--- config.mk ---
export PLATFORM = sky130hd
export DESIGN_NAME = uart_fast_write
export DESIGN_NICKNAME = d
export VERILOG_FILES = /design/src/rtl/uart_fast_write.sv
export SDC_FILE = /design/constraint.sdc
export NUM_CORES = 1
export LEC_CHECK = 0
export CAP_MARGIN = 25
export CORE_UTILIZATION = 63
export CTS_CLUSTER_DIAMETER = 80
export DETAILED_ROUTE_END_ITERATION = 8
export GPL_TIMING_DRIVEN = 0
export PLACE_DENSITY = 0.84
export SLEW_MARGIN = 20
export SYNTH_ARGS = -nofsm -noshare
export SYNTH_HDL_FRONTEND = slang
export SYNTH_SLANG_ARGS = --single-unit
--- constraint.sdc ---
create_clock -name clk -period 5.5 [get_ports clk]
set_input_delay 1.375 -clock clk [delete_from_list [all_inputs] [get_ports clk]]
set_output_delay 1.375 -clock clk [all_outputs]
set_load 0.005 [all_outputs]
--- src/rtl/uart_fast_write.sv ---
`default_nettype none
// +-----------------------------------------------------------------------------+
// | uart_fast_write: FIFO-buffered serializer, 12-bit frames                    |
// | (guard, start, 8 data LSB first, even parity, stop). Revision 1.0           |
// +-----------------------------------------------------------------------------+
module uart_fast_write #(
  parameter int FIFO_DEPTH   = 4,
  parameter int CLKS_PER_BIT = 1
) (
  input  logic       clk,
  input  logic       rst_n,
  input  logic [7:0] word,
  input  logic       write,
  output logic       full,
  output logic       overflow,
  output logic       busy,
  output logic       uart_stream
);

  localparam int AW = (FIFO_DEPTH > 1) ? $clog2(FIFO_DEPTH) : 1;
  localparam int CW = (CLKS_PER_BIT > 1) ? $clog2(CLKS_PER_BIT) : 1;
  localparam logic [AW:0]   c_DEPTH    = (AW + 1)'(FIFO_DEPTH);
  localparam logic [CW-1:0] c_CYC_LAST = CW'(CLKS_PER_BIT - 1);

  typedef enum logic [2:0] {
    S_IDLE   = 3'd0,
    S_GUARD  = 3'd1,
    S_START  = 3'd2,
    S_DATA   = 3'd3,
    S_PARITY = 3'd4,
    S_STOP   = 3'd5
  } state_t;

  state_t        r_state;
  state_t        w_state_nxt;
  logic [7:0]    r_mem [FIFO_DEPTH];
  logic [AW-1:0] r_wptr;
  logic [AW-1:0] r_rptr;
  logic [AW:0]   r_count;
  logic [7:0]    r_shift;
  logic [7:0]    w_shift_nxt;
  logic          r_parity;
  logic [2:0]    r_bit;
  logic [CW-1:0] r_cyc;
  logic          r_line;
  logic          w_line_nxt;
  logic          r_overflow;
  logic          w_pop;
  logic          w_push;
  logic          w_full;
  logic          w_bit_done;

  assign w_full     = (r_count == c_DEPTH);
  assign w_bit_done = (r_cyc == c_CYC_LAST);
  // A full FIFO still accepts a write when the serializer frees a slot in the same cycle.
  assign w_push     = write && (!w_full || w_pop);

  assign full        = w_full;
  assign overflow    = r_overflow;
  assign busy        = (r_state != S_IDLE) || (r_count != '0);
  assign uart_stream = r_line;

  always_comb begin
    w_state_nxt = r_state;
    w_pop       = 1'b0;
    w_shift_nxt = r_shift;
    w_line_nxt  = 1'b1;
    case (r_state)
      S_IDLE: begin
        if (r_count != '0) begin
          w_pop       = 1'b1;
          w_state_nxt = S_GUARD;
        end
      end
      S_GUARD:  if (w_bit_done) w_state_nxt = S_START;
      S_START:  if (w_bit_done) w_state_nxt = S_DATA;
      S_DATA: begin
        if (w_bit_done) begin
          w_shift_nxt = {1'b0, r_shift[7:1]};
          if (r_bit == 3'd7) w_state_nxt = S_PARITY;
        end
      end
      S_PARITY: if (w_bit_done) w_state_nxt = S_STOP;
      S_STOP: begin
        if (w_bit_done) begin
          if (r_count != '0) begin
            w_pop       = 1'b1;
            w_state_nxt = S_GUARD;
          end else begin
            w_state_nxt = S_IDLE;
          end
        end
      end
      default: w_state_nxt = S_IDLE;
    endcase
    if (w_pop) w_shift_nxt = r_mem[r_rptr];
    // The line register is loaded with the level belonging to the upcoming state.
    case (w_state_nxt)
      S_START:  w_line_nxt = 1'b0;
      S_DATA:   w_line_nxt = w_shift_nxt[0];
      S_PARITY: w_line_nxt = r_parity;
      default:  w_line_nxt = 1'b1;
    endcase
  end

  always_ff @(posedge clk) begin
    if (w_push) r_mem[r_wptr] <= word;
  end

  always_ff @(posedge clk or negedge rst_n) begin
    if (!rst_n) begin
      r_state    <= S_IDLE;
      r_wptr     <= '0;
      r_rptr     <= '0;
      r_count    <= '0;
      r_shift    <= '0;
      r_parity   <= 1'b0;
      r_bit      <= '0;
      r_cyc      <= '0;
      r_line     <= 1'b1;
      r_overflow <= 1'b0;
    end else begin
      r_state    <= w_state_nxt;
      r_shift    <= w_shift_nxt;
      r_line     <= w_line_nxt;
      r_overflow <= write && !w_push;
      if (w_pop) r_parity <= ^r_mem[r_rptr];
      if (r_state == S_IDLE || w_bit_done) r_cyc <= '0;
      else                                 r_cyc <= r_cyc + 1'b1;
      if (r_state == S_START)                   r_bit <= '0;
      else if (r_state == S_DATA && w_bit_done) r_bit <= r_bit + 3'd1;
      if (w_push) r_wptr <= r_wptr + 1'b1;
      if (w_pop)  r_rptr <= r_rptr + 1'b1;
      case ({w_push, w_pop})
        2'b10:   r_count <= r_count + 1'b1;
        2'b01:   r_count <= r_count - 1'b1;
        default: r_count <= r_count;
      endcase
    end
  end

endmodule
`default_nettype wire
# ---- Yosys cells after proc, flatten, opt, wreduce, memory -nomap -nowiden
# Memory sizes are Yosys's and may differ from the RTL's.
# Index checks and enable logic that the tools add are counted.
dict set report word_totals {
  output_inout_bits 4
  regBits 25
  ramBits 32
  word_cells 70
  in_bits 11
  memories 1
}
dict set report classes {
  muxes 22
  bitwise 1
  add_sub_neg 6
  reduce_logical 16
  n_eq_ne 13
}
# memory depth word_bits rd rd_clocked_by_memory_dff wr line
set mem_list {}
lappend mem_list {r_mem 4 8 1 0 1 36} ;# logic [7:0] r_mem [FIFO_DEPTH];
# operator count
set ops {}
lappend ops {{2-to-1 mux 3 bit} 9}
lappend ops {{2-to-1 mux 8 bit} 3}
lappend ops {{case mux 3 bit (6 select lines)} 1}
lappend ops {{equality test 3 bit, second input constant} 5}
lappend ops {{equality test 3 x 2 -> 1 bit, second input constant} 4}
lappend ops {{XOR reduction 8 bit} 1}
lappend ops {{adder 3 x 1 -> 3 bit, second input constant} 2}
lappend ops {{2-to-1 mux 1 bit} 6}
lappend ops {{case mux 3 bit (2 select lines)} 1}
lappend ops {{nonzero test 2 bit} 3}
lappend ops {{nonzero test 3 bit} 2}
lappend ops {{adder 2 x 1 -> 2 bit, second input constant} 2}
lappend ops {{equality test 3 x 1 -> 1 bit, second input constant} 1}
lappend ops {{logical AND 1 bit} 3}
lappend ops {{logical NOT 3 bit} 1}
lappend ops {{logical OR 1 bit} 3}
lappend ops {{case mux 1 bit (3 select lines)} 1}
lappend ops {{subtractor 3 x 1 -> 3 bit, second input constant} 1}
lappend ops {{equality test 2 x 1 -> 1 bit, second input constant} 1}
lappend ops {{equality test 2 bit, second input constant} 1}
lappend ops {{logical NOT 1 bit} 2}
lappend ops {{inequality test 2 x 1 -> 1 bit, second input constant} 1}
lappend ops {{case mux 1 bit (2 select lines)} 1}
lappend ops {{AND reduction 2 bit} 1}
lappend ops {{2 further kinds} 2}

# ---- Logic depth before layout (Yosys ltp)
# Gate-level depths: netlist of the first run.
dict set report depth {
  ltp_word 8
  ltp_mapped 9
  mapped_depth_nobuf 8
}

# ---- Worst setup path after synthesis of the first run
# Ideal clock, no wire load.
dict set report synth_path {
  path_kind {input port to flip-flop}
  from {input write}
  to {register r_count[2]}
  path_slack_ns 3.052
  setup_time_ns 0.124
  required_ns 5.376
  path_buffers 0
  cell_stages 6
  t_arrival_ns 2.324
  cell_sequence {and2b_1 inv_1 fa_1 nor2_1 a22oi_1 xnor2_1}
}
dict set report synth_via {
  elab_chain_cells 3
  word_cells_on_any_way 5
  cone_classes {eq/ne (2); mux (1); reduce/logical (2)}
}
# element line
set synth_lines {}
lappend synth_lines {{from (decl)} 13} ;# input logic write,
lappend synth_lines {{logical AND 1 bit (*)} 56} ;# assign w_push = write && (!w_full || w_pop);
lappend synth_lines {{equality test 2 x 1 -> 1 bit / equality test 2 bit (equally long branches)} 134} ;# case ({w_push, w_pop})
lappend synth_lines {{case mux 3 bit (2 select lines) / nonzero test 2 bit (equally long branches)} n/a}
lappend synth_lines {{to (signal assigned)} 135} ;# 2'b10: r_count <= r_count + 1'b1;
lappend synth_lines {{to (signal assigned)} 136} ;# 2'b01: r_count <= r_count - 1'b1;
lappend synth_lines {{to (signal assigned)} 137} ;# default: r_count <= r_count;
lappend synth_lines {{to (decl)} 39} ;# logic [AW:0] r_count;
# Every way passes the cells marked *; elsewhere a longest branch is shown, timed or not.
# A chain may end at the register's enable or synchronous reset.

# ---- Worst setup path in the final report of the first run
dict set report layout_path {
  from {register r_count[0]}
  to {output busy}
}
dict set report layout_via {
  elab_chain_cells 2
}
# element line
set layout_lines {}
lappend layout_lines {{nonzero test 3 bit} 60} ;# assign busy = (r_state != S_IDLE) || (r_count != '0);
lappend layout_lines {{logical OR 1 bit} 60}
lappend layout_lines {{to (decl)} 16} ;# output logic busy,
# No other way between the ends.

==> flow_summary.toml, run 1 <==
[floorplan]
rows = 22
die-area_um2 = 4300
die_x_um = 65.6
io-pin-count = 15
dieHeight_um = 65.6
start_util_pct = 67.5
core_um2 = 3770

[layout]
antenna_cells = 0
fillers = 218
fin_nets = 226
area_growth_pct = 15.1
layout-drive-gt1-share_pct = 16.4

[worst_setup_path]
r2r_start = "r_state[2]$_DFF_PN0_"
endpoint_kind = "primary output"
r2r_cells = 9
path_class = "register to primary output"
r2r_slack_ns = 3.07
required_ns = 4.12
worstPathArrival_ns = 1.92
worstReg2RegEnd = "r_count[2]$_DFFE_PN0P_"
worstPathMaxFanout = 4
worst_setup_path_start_kind = "register"
crit_path_start = "r_count[0]$_DFFE_PN0P_"
endpoint = "busy"

[logic_synthesis]
synthSimpleGateAreaFrac_pct = 7.77
synth_top_family_by_area = "multiplexers"
yosys.area_share.adder_pct = 3.74
yosysWarnings = 0
synth_mux_area_share_pct = 10.2
syn_nets = 200
synthesis.area_um2 = 2540
synth_edf_count = 32
synth-compound-area-share_pct = 7.87
post-synth-top-count-cell = "edfxtp_1"
synthCells = 182
netlist.area_leader.share_pct = 37.8
ys_seq_area_share_pct = 62.4
synth_cell_type_count = 38
synthTopCellsByCount = "32 x edfxtp_1, 24 x dfrtp_1, 15 x nand2_1, 13 x o21ai_0"
synth_area_leader_cell = "edfxtp_1"
synth_top_cells_by_area = "edfxtp_1 38%, dfrtp_1 24%, mux4_2 7.1%"
syn_area_per_cell_um2 = 14.0
ys_seq_elements = 57
synth_ff_type = "edfxtp_1"
synth-xor-area-share_pct = 4.13
async_flop_share_pct = 43.9

[timing]
fmaxAchievable_mhz = 303
fin_tns_setup_ns = 0
slew_viol_final = 0
whs_ns = 0.526
rsz0062_at_grt = "no"
post-route-period-util_pct = 59.9
setup_slack_ns = 2.20
finalHoldViolCount = 0
worstMarginPinSlew_ns = 0.613
period_minus_slack_ns = 3.30
setup_viol = 0
slew_headroom_pct = 58.8
fin_skew_ns = 0.00345

[placement]
preCtsSetupSlack_ns = 2.47
dp_hpwl_um = 2930
gp_congestion = 0.764
io_buffers = 14

[pwr]
peakVddDrop_mv = 0.389
p_per_area_nw_per_um2 = 519
power_mw = 1.52
p_leak_nw = 1.15

[cts]
postCtsHoldBufs = 0
clk_pin_slew_worst_paths_ns = 0.07
root_buffer = "clkbuf_8"
clkSinkCount = 57
cts_setup_buffers = 0
htreeDepth = 3
clk_path_buf_depth = 2
cts_tree = "built"
cts-buffers-inserted = 9
insertion_delay_ns = 0.33
ctsResizeCount = 0

[outcome]
status = "completed"

[route]
drtAntennaViolNets = 0
drcViolationCount = 0
dr.pass1.iters = 4
drt_iter0_markers = 100
viasPerCell = 5.71
routed_wl_um = 4610
wl_per_cell_um = 17.7
vias = 1490

[worst_hold_path]
hold_path.class = "register to register"

[global_route]
globalRouteMet2Util_pct = 42.8
grt_use_met1_pct = 28.6
grt_util_all_layers_pct = 25.0
grt_overflow = 0
grtUsageMet3_pct = 7.64
grt_pass1_wl_um = 7330
grt_pass1_vias = 1534
busiest_layer = "met2"
antenna_found_initial = 0
grt_max_degree = 16

[flow_run]
drv_cap = 0
-- stage by stage --
| step | util (%) | area [µm²] | instances |
|---|---|---|---|
| finish | 77.7 | 2930 | 261 |
| CTS | 77.7 | 2930 | 261 |
| floorplan | - | 2540 | 182 |
| global placement | 72.8 | 2750 | 244 |
| detailed placement | 73.2 | 2760 | 245 |
| global route | 77.7 | 2930 | 261 |
-- state kept, by name, summed over array words and instances (netlist names) --
name	flops
overflow	1
r_state	3
r_parity	1
uart_stream	1
r_wptr	2
r_count	3
r_shift	8
r_rptr	2
r_cyc	1
r_bit	3
r_mem	32
-- power breakdown --
group          switching (mW)  internal, mW  total (mW)
combinational           0.287         0.267       0.554
clock                   0.174         0.162       0.335
sequential             0.0553         0.575       0.630
-- per-layer routing --
| layer | share of wire, % | vias up |
|---|---|---|
| met3 | 3.8 | 11 |
| met4 | 2.3 | 0 |
| met2 | 53 | 38 |
| met5 | 0 | - |
| li1 | - | 702 |
| met1 | 41 | 739 |
-- final cells by class --
cell class | instances | area [µm²] | share of cell area [%]
Tap cell | 48 | 60.1 | 2.05
Multi-Input combinational cell | 105 | 862 | 29.4
Clock buffer | 9 | 124 | 4.23
Buffer | 9 | 53.8 | 1.84
Timing Repair Buffer | 15 | 155 | 5.29
Inverter | 11 | 41.3 | 1.41
Sequential cell | 57 | 1590 | 54.2
Clock inverter | 7 | 46.3 | 1.58
-- worst min-delay path by stage --
| stage | slack, ns | cells past startpoint | startpoint | to |
|---|---|---|---|---|
| after floorplan | 0.47 | 1 | r_count[0]$_DFFE_PN0P_ | r_count[0]$_DFFE_PN0P_ |
| after global placement | 0.48 | 1 | r_count[0]$_DFFE_PN0P_ | r_count[0]$_DFFE_PN0P_ |
| after detailed placement | 0.52 | 1 | r_count[2]$_DFFE_PN0P_ | r_count[2]$_DFFE_PN0P_ |
| after CTS | 0.53 | 1 | r_count[2]$_DFFE_PN0P_ | r_count[2]$_DFFE_PN0P_ |
| after global routing | 0.54 | 1 | r_count[2]$_DFFE_PN0P_ | r_count[2]$_DFFE_PN0P_ |
| final | 0.53 | 1 | r_count[2]$_DFFE_PN0P_ | r_count[2]$_DFFE_PN0P_ |
-- worst max-delay path, stage by stage (launching register included) --
cell and delay, ns:
dfrtp_1 0.42, nor3_1 0.55, nand3b_1 0.15, clkdlybuf4s50_1 0.47
-- cell families after synthesis --
kind of cell,after synthesis
other,1
DFF,57
xor gates and xnor gates,12
and+or+nand+nor,39
adders and majority gates,7
buffers and inverters,20
AOI/OAI and AO/OA,30
muxes,16
-- placed cells by master (no fill, tap or decap), drive strengths merged, types with 2 or more instances in the layout --
cell and count:
nor2b 2, nand3b 2, clkbuf 13, mux4 8, xnor2 11, ha 6, clkinvlp 3, nand2b 3
a22oi 2, mux2i 8, o21ai 13, dfrtp 24, nor2 5, nand3 2, nand2 15, nor3 2
and2 4, a22o 3, buf 6, edfxtp 32, clkdlybuf4s50 14, clkinv 3, inv 12, a21oi 4
a21o 3
Note: power is estimated with default switching activity, not from simulation.
==> run 2, diff against run 1 <==
--- a/config.mk
+++ b/config.mk
@@ -6,11 +6,11 @@
 export NUM_CORES = 1
 export LEC_CHECK = 0
 export CAP_MARGIN = 25
-export CORE_UTILIZATION = 63
+export CORE_UTILIZATION = 53
 export CTS_CLUSTER_DIAMETER = 80
 export DETAILED_ROUTE_END_ITERATION = 8
 export GPL_TIMING_DRIVEN = 0
-export PLACE_DENSITY = 0.84
+export PLACE_DENSITY = 0.75
 export SLEW_MARGIN = 20
 export SYNTH_ARGS = -nofsm -noshare
 export SYNTH_HDL_FRONTEND = slang
==> constraint.sdc (replaced) <==
create_clock -name clk -period 3 [get_ports clk]
set_input_delay 0.75 -clock clk [delete_from_list [all_inputs] [get_ports clk]]
set_output_delay 0.75 -clock clk [all_outputs]
set_load 0.005 [all_outputs]
==> run 2 against run 1 <==
  * Combinational power increased by 81%
  * Register-to-register slack got worse by 2.4 ns
  * Sequential power increased by 83%
  * Highest routed layer unchanged
  * Die area increased by 18%
  * First-iteration DRC count increased by 4.0%
  * Power increased by 86%
  * Critical path depth unchanged
  * Final cell count increased by 1.5%
  * The flow now finishes with violations (design-rule violations)
  * Largest power group unchanged
  * Count of clock-buffer cells in the layout increased by 1
  * Sequential cell count unchanged
==> flow_summary.toml, run 2 (synthesized netlist as in run 1, its figures left out) <==
[outcome]
status = "finished, violations left"
violations = "design-rule violations"

[floorplan]
io-pin-count = 15
rows = 24
start_util_pct = 56.9
die-area_um2 = 5080
core_um2 = 4470
die_x_um = 71.3
dieHeight_um = 71.3

[pwr]
p_per_area_nw_per_um2 = 957
power_mw = 2.83
p_leak_nw = 1.15
peakVddDrop_mv = 0.483

[worst_setup_path]
worstPathArrival_ns = 1.91
crit_slowest_cell = "nor3_1"
worst_setup_path_start_kind = "register"
endpoint_kind = "primary output"
required_ns = 2.25
critPathMaxStageDelay_ns = 0.56
crit_buf_inv = 1
path_class = "register to primary output"
worstPathMaxFanout = 4
path_cells = "nor3_1 -> nand3b_1 -> clkdlybuf4s50_1"
crit_family = "simple AND/OR/NAND/NOR gates"

[layout]
largest_registers = "r_mem x32, r_shift x8"
top_register = "r_mem"
antenna_cells = 0
largest_reg_flops = 32
final_common_cell = "edfxtp_1"
final-seq-area_um2 = 1590
postLayoutCellArea_um2 = 2950
fin_nets = 226
multi_input_area_um2 = 862
fillers = 302
layout-drive-gt1-share_pct = 15.5
fin_cells = 265
area_growth_pct = 16.0
mostFrequentLayoutCells = "32 x edfxtp_1, 24 x dfrtp_1, 15 x nand2_1"

[timing]
setup_viol = 0
worstMarginPinSlew_ns = 0.643
period_minus_slack_ns = 2.66
setup_slack_ns = 0.337
finalHoldViolCount = 0
fmaxAchievable_mhz = 376
slew_headroom_pct = 56.8
fin_skew_ns = 0.00507
slew_viol_final = 0
post-route-period-util_pct = 88.8
fin_tns_setup_ns = 0
rsz0062_at_grt = "no"

[worst_hold_path]
hold_path.class = "register to register"

[global_route]
antenna_found_initial = 0
grt_overflow = 0
grt_pass1_wl_um = 7490
grt_pass1_vias = 1601
grt_util_all_layers_pct = 20.3
grt_max_degree = 14

[cts]
clk_path_buf_depth = 2
cts_setup_buffers = 0
cts_tree = "built"
htreeDepth = 3
clk_pin_slew_worst_paths_ns = 0.06
clkSinkCount = 57
insertion_delay_ns = 0.33
postCtsHoldBufs = 0
root_buffer = "clkbuf_8"
ctsResizeCount = 0
cts-buffers-inserted = 9

[route]
wl_per_cell_um = 16.4
drtAntennaViolNets = 0
dr.pass1.iters = 6
vias = 1490
viasPerCell = 5.62
drt_iter0_markers = 104
drcViolationCount = 1
routed_wl_um = 4350

[placement]
preCtsSetupSlack_ns = 0.603
dp.cells = 249
io_buffers = 14
gp_congestion = 0.812
dp_hpwl_um = 3110
placed_cell_area_um2 = 2770

[flow_run]
drv_cap = 0
==> run 2: cell count changes in the layout (fill, tap and decap cells not counted) <==
cell,delta
bufinv_16,+1
clkbuf_1,+1
inv_6,-1
clkinv_1,+1
clkinvlp_4,-1
clkinv_2,-1
==> run 2: cell type report <==
cell class              count  area share (%)
repair buffers             15            5.26
well taps                  52            2.20
multi-input cells         105            29.2
inverters                  11            1.40
clock inverters             6            1.99
clock buffers              10            4.32
plain buffers               9            1.82
flip-flops and latches     57            53.8
==> run 2: worst paths after layout <==
check | from | end | slack (ns) | cells after the start
worst min-delay path | r_count[2]$_DFFE_PN0P_ | r_count[2]$_DFFE_PN0P_ | 0.51 | 1
worst max-delay path | r_count[0]$_DFFE_PN0P_ | busy | 0.34 | 3
worst min register to register | r_count[2]$_DFFE_PN0P_ | r_count[2]$_DFFE_PN0P_ | 0.51 | 1
max in group asynchronous | rst_n | r_wptr[1]$_DFFE_PN0P_ | 1.68 | 2
min in group asynchronous | rst_n | r_bit[2]$_DFFE_PN0P_ | 0.80 | 1
worst max register to register | r_state[2]$_DFF_PN0_ | r_count[2]$_DFFE_PN0P_ | 0.62 | 9
==> run 2: metal layers <==
| metal | share of wire (%) | vias up | track usage (%) | wire length [µm] |
|---|---|---|---|---|
| met5 | 0 | - | 0 | 0 |
| li1 | - | 709 | - | - |
| met4 | 2.1 | 0 | 12.7 | 91 |
| met2 | 50 | 42 | 31.6 | 2190 |
| met3 | 3.8 | 14 | 5.20 | 167 |
| met1 | 44 | 725 | 25.5 | 1900 |
==> run 2: metrics by stage <==
step                      utilization (%)  hold WS, ns
after floorplan                         -        0.454
after global placement               61.5        0.483
after detailed placement             61.8        0.497
after CTS                            66.0        0.509
after global routing                 66.0        0.540
final                                66.0        0.510
==> run 2: power by group <==
group	switching (mW)	leakage, nW	internal [mW]
combinational	0.514	0.460	0.488
clock	0.298	0.0897	0.377
sequential	0.0941	0.604	1.05
total	0.907	1.15	1.92
==> run 3, diff against run 2 <==
--- a/config.mk
+++ b/config.mk
@@ -6,12 +6,13 @@
 export NUM_CORES = 1
 export LEC_CHECK = 0
 export CAP_MARGIN = 25
+export CORE_MARGIN = 8
 export CORE_UTILIZATION = 53
 export CTS_CLUSTER_DIAMETER = 80
 export DETAILED_ROUTE_END_ITERATION = 8
 export GPL_TIMING_DRIVEN = 0
 export PLACE_DENSITY = 0.75
-export SLEW_MARGIN = 20
+export SLEW_MARGIN = 10
 export SYNTH_ARGS = -nofsm -noshare
 export SYNTH_HDL_FRONTEND = slang
 export SYNTH_SLANG_ARGS = --single-unit
==> run 3 against run 2 <==
  * The flow now finishes without violations
  * Cell area is 1.0% lower
  * Worst setup slack got worse by 0.013 ns
  * Clock power is 17% lower
  * Sequential share of layout area increased by 0.55 points
  * Die area rose by 43%
  * Critical endpoint unchanged
  * Critical path type unchanged
  * Highest routed layer unchanged
  * Clock skew is 0.0036 ns higher
  * Sequential cell count unchanged
  * Maximum frequency fell by 0.50%
==> flow_summary.toml, run 3 (synthesized netlist as in run 1, its figures left out) <==
[cts]
cts_tree = "built"
cts_setup_buffers = 0
clk_pin_slew_worst_paths_ns = 0.06
postCtsHoldBufs = 0
insertion_delay_ns = 0.33
htreeDepth = 3
cts-buffers-inserted = 9
clk_path_buf_depth = 2
clkSinkCount = 57
ctsResizeCount = 0
root_buffer = "clkbuf_8"

[pwr]
p_leak_nw = 1.15
peakVddDrop_mv = 0.521
p_per_area_nw_per_um2 = 929

[worst_setup_path]
worstPathMaxFanout = 4
worstReg2RegEnd = "r_count[2]$_DFFE_PN0P_"
path_cells = "nor3_1 -> nand3b_1 -> clkdlybuf4s50_1"
crit_slowest_cell = "nor3_1"
endpoint_kind = "primary output"
r2r_slack_ns = 0.60
r2r_cells = 9
critPathMaxStageDelay_ns = 0.58
required_ns = 2.25
crit_family = "simple AND/OR/NAND/NOR gates"
path_class = "register to primary output"
crit_buf_inv = 1
worst_setup_path_start_kind = "register"
worstPathArrival_ns = 1.93
r2r_start = "r_state[2]$_DFF_PN0_"

[route]
routed_wl_um = 4230
drt_iter0_markers = 63
drcViolationCount = 0
wl_per_cell_um = 15.8
dr.pass1.iters = 4
drtAntennaViolNets = 0
vias = 1462
viasPerCell = 5.48

[timing]
fmaxAchievable_mhz = 374
post-route-period-util_pct = 89.2
fin_tns_setup_ns = 0
slew_headroom_pct = 55.8
setup_viol = 0
rsz0062_at_grt = "no"
worstMarginPinSlew_ns = 0.657
fin_skew_ns = 0.00871
finalHoldViolCount = 0
period_minus_slack_ns = 2.68
slew_viol_final = 0

[layout]
largest_registers = "r_mem x32, r_shift x8"
final_common_cell = "edfxtp_1"
area_growth_pct = 14.8
largest_reg_flops = 32
fin_nets = 226
postLayoutCellArea_um2 = 2920
top_register = "r_mem"
layout-drive-gt1-share_pct = 14.6
fillers = 353
antenna_cells = 0
mostFrequentLayoutCells = "32 x edfxtp_1, 24 x dfrtp_1, 15 x nand2_1"
utilization_pct = 62.3

[placement]
placed_cell_area_um2 = 2770
gp_congestion = 0.777
dp_hpwl_um = 3070
io_buffers = 14

[floorplan]
io-pin-count = 15
core_um2 = 4690
start_util_pct = 54.2
dieHeight_um = 85.3
rows = 25
die-area_um2 = 7280
die_x_um = 85.3

[global_route]
grt_pass1_vias = 1596
antenna_found_initial = 0
grt_max_degree = 14
grt_pass1_wl_um = 7160
grt_util_all_layers_pct = 13.0
grt_overflow = 0

[outcome]
status = "completed"

[flow_run]
drv_cap = 0

[worst_hold_path]
holdPathStages = 1
hold_path.class = "register to register"
hold_path_end = "r_count[2]$_DFFE_PN0P_"
min_from = "r_count[2]$_DFFE_PN0P_"
## run 3: cell types whose count changed in the layout (fill, tap and decap cells not counted), sizes merged
cell and delta:
clkinvlp -2, clkbuf +1, bufinv -1, clkinv +2
## run 3: worst register-to-register path, cell delays in order (launching register included)
cell	delay, ns
dfrtp_1	0.34
clkbuf_1	0.32
nand3b_1	0.22
a211oi_4	0.37
and2b_1	0.25
inv_1	0.07
fa_1	0.38
nor2_1	0.11
a22oi_1	0.09
xnor2_1	0.14
## run 3: layout make-up
type	count	area [µm²]	area share (%)
repair buffers	15	155	5.31
flip-flops and latches	57	1590	54.3
clock buffers	11	131	4.50
plain buffers	9	53.8	1.84
clock inverters	5	22.5	0.771
inverters	11	41.3	1.41
well taps	54	67.6	2.31
multi-input cells	105	862	29.5
## run 3: report_power, final
part	internal, mW	total [mW]	switching (mW)
Clock	0.289	0.564	0.275
Sequential	1.05	1.15	0.0947
Combinational	0.489	1.00	0.512
## run 3: worst max-delay path by stage
stage               cells after the start                   start                     end
global placement                        3                   write   r_mem[1][5]$_DFFE_PP_
global route                            3  r_count[0]$_DFFE_PN0P_                    busy
detailed placement                      7                   write  r_count[2]$_DFFE_PN0P_
floorplan                               9    r_state[0]$_DFF_PN0_  r_count[2]$_DFFE_PN0P_
CTS                                     3  r_count[0]$_DFFE_PN0P_                    busy
finish                                  3  r_count[0]$_DFFE_PN0P_                    busy
## run 3: layer usage
layer / vias up / global-route usage (%) / part of all wire (%)
li1: 699 / - / -
met1: 732 / 14.1 / 44
met2: 21 / 21.4 / 50
met3: 10 / 4.83 / 3.8
met4: 0 / 7.48 / 2.1
met5: - / 0 / 0
## run 3: stage by stage
stage	power, mW	hold slack, ns	cells	setup WS, ns
floorplan	1.93	0.454	182	0.847
global placement	2.11	0.481	250	0.659
detailed placement	2.17	0.492	251	0.595
CTS	2.74	0.501	267	0.284
global route	2.89	0.508	267	0.198
finish	2.71	0.506	267	0.324
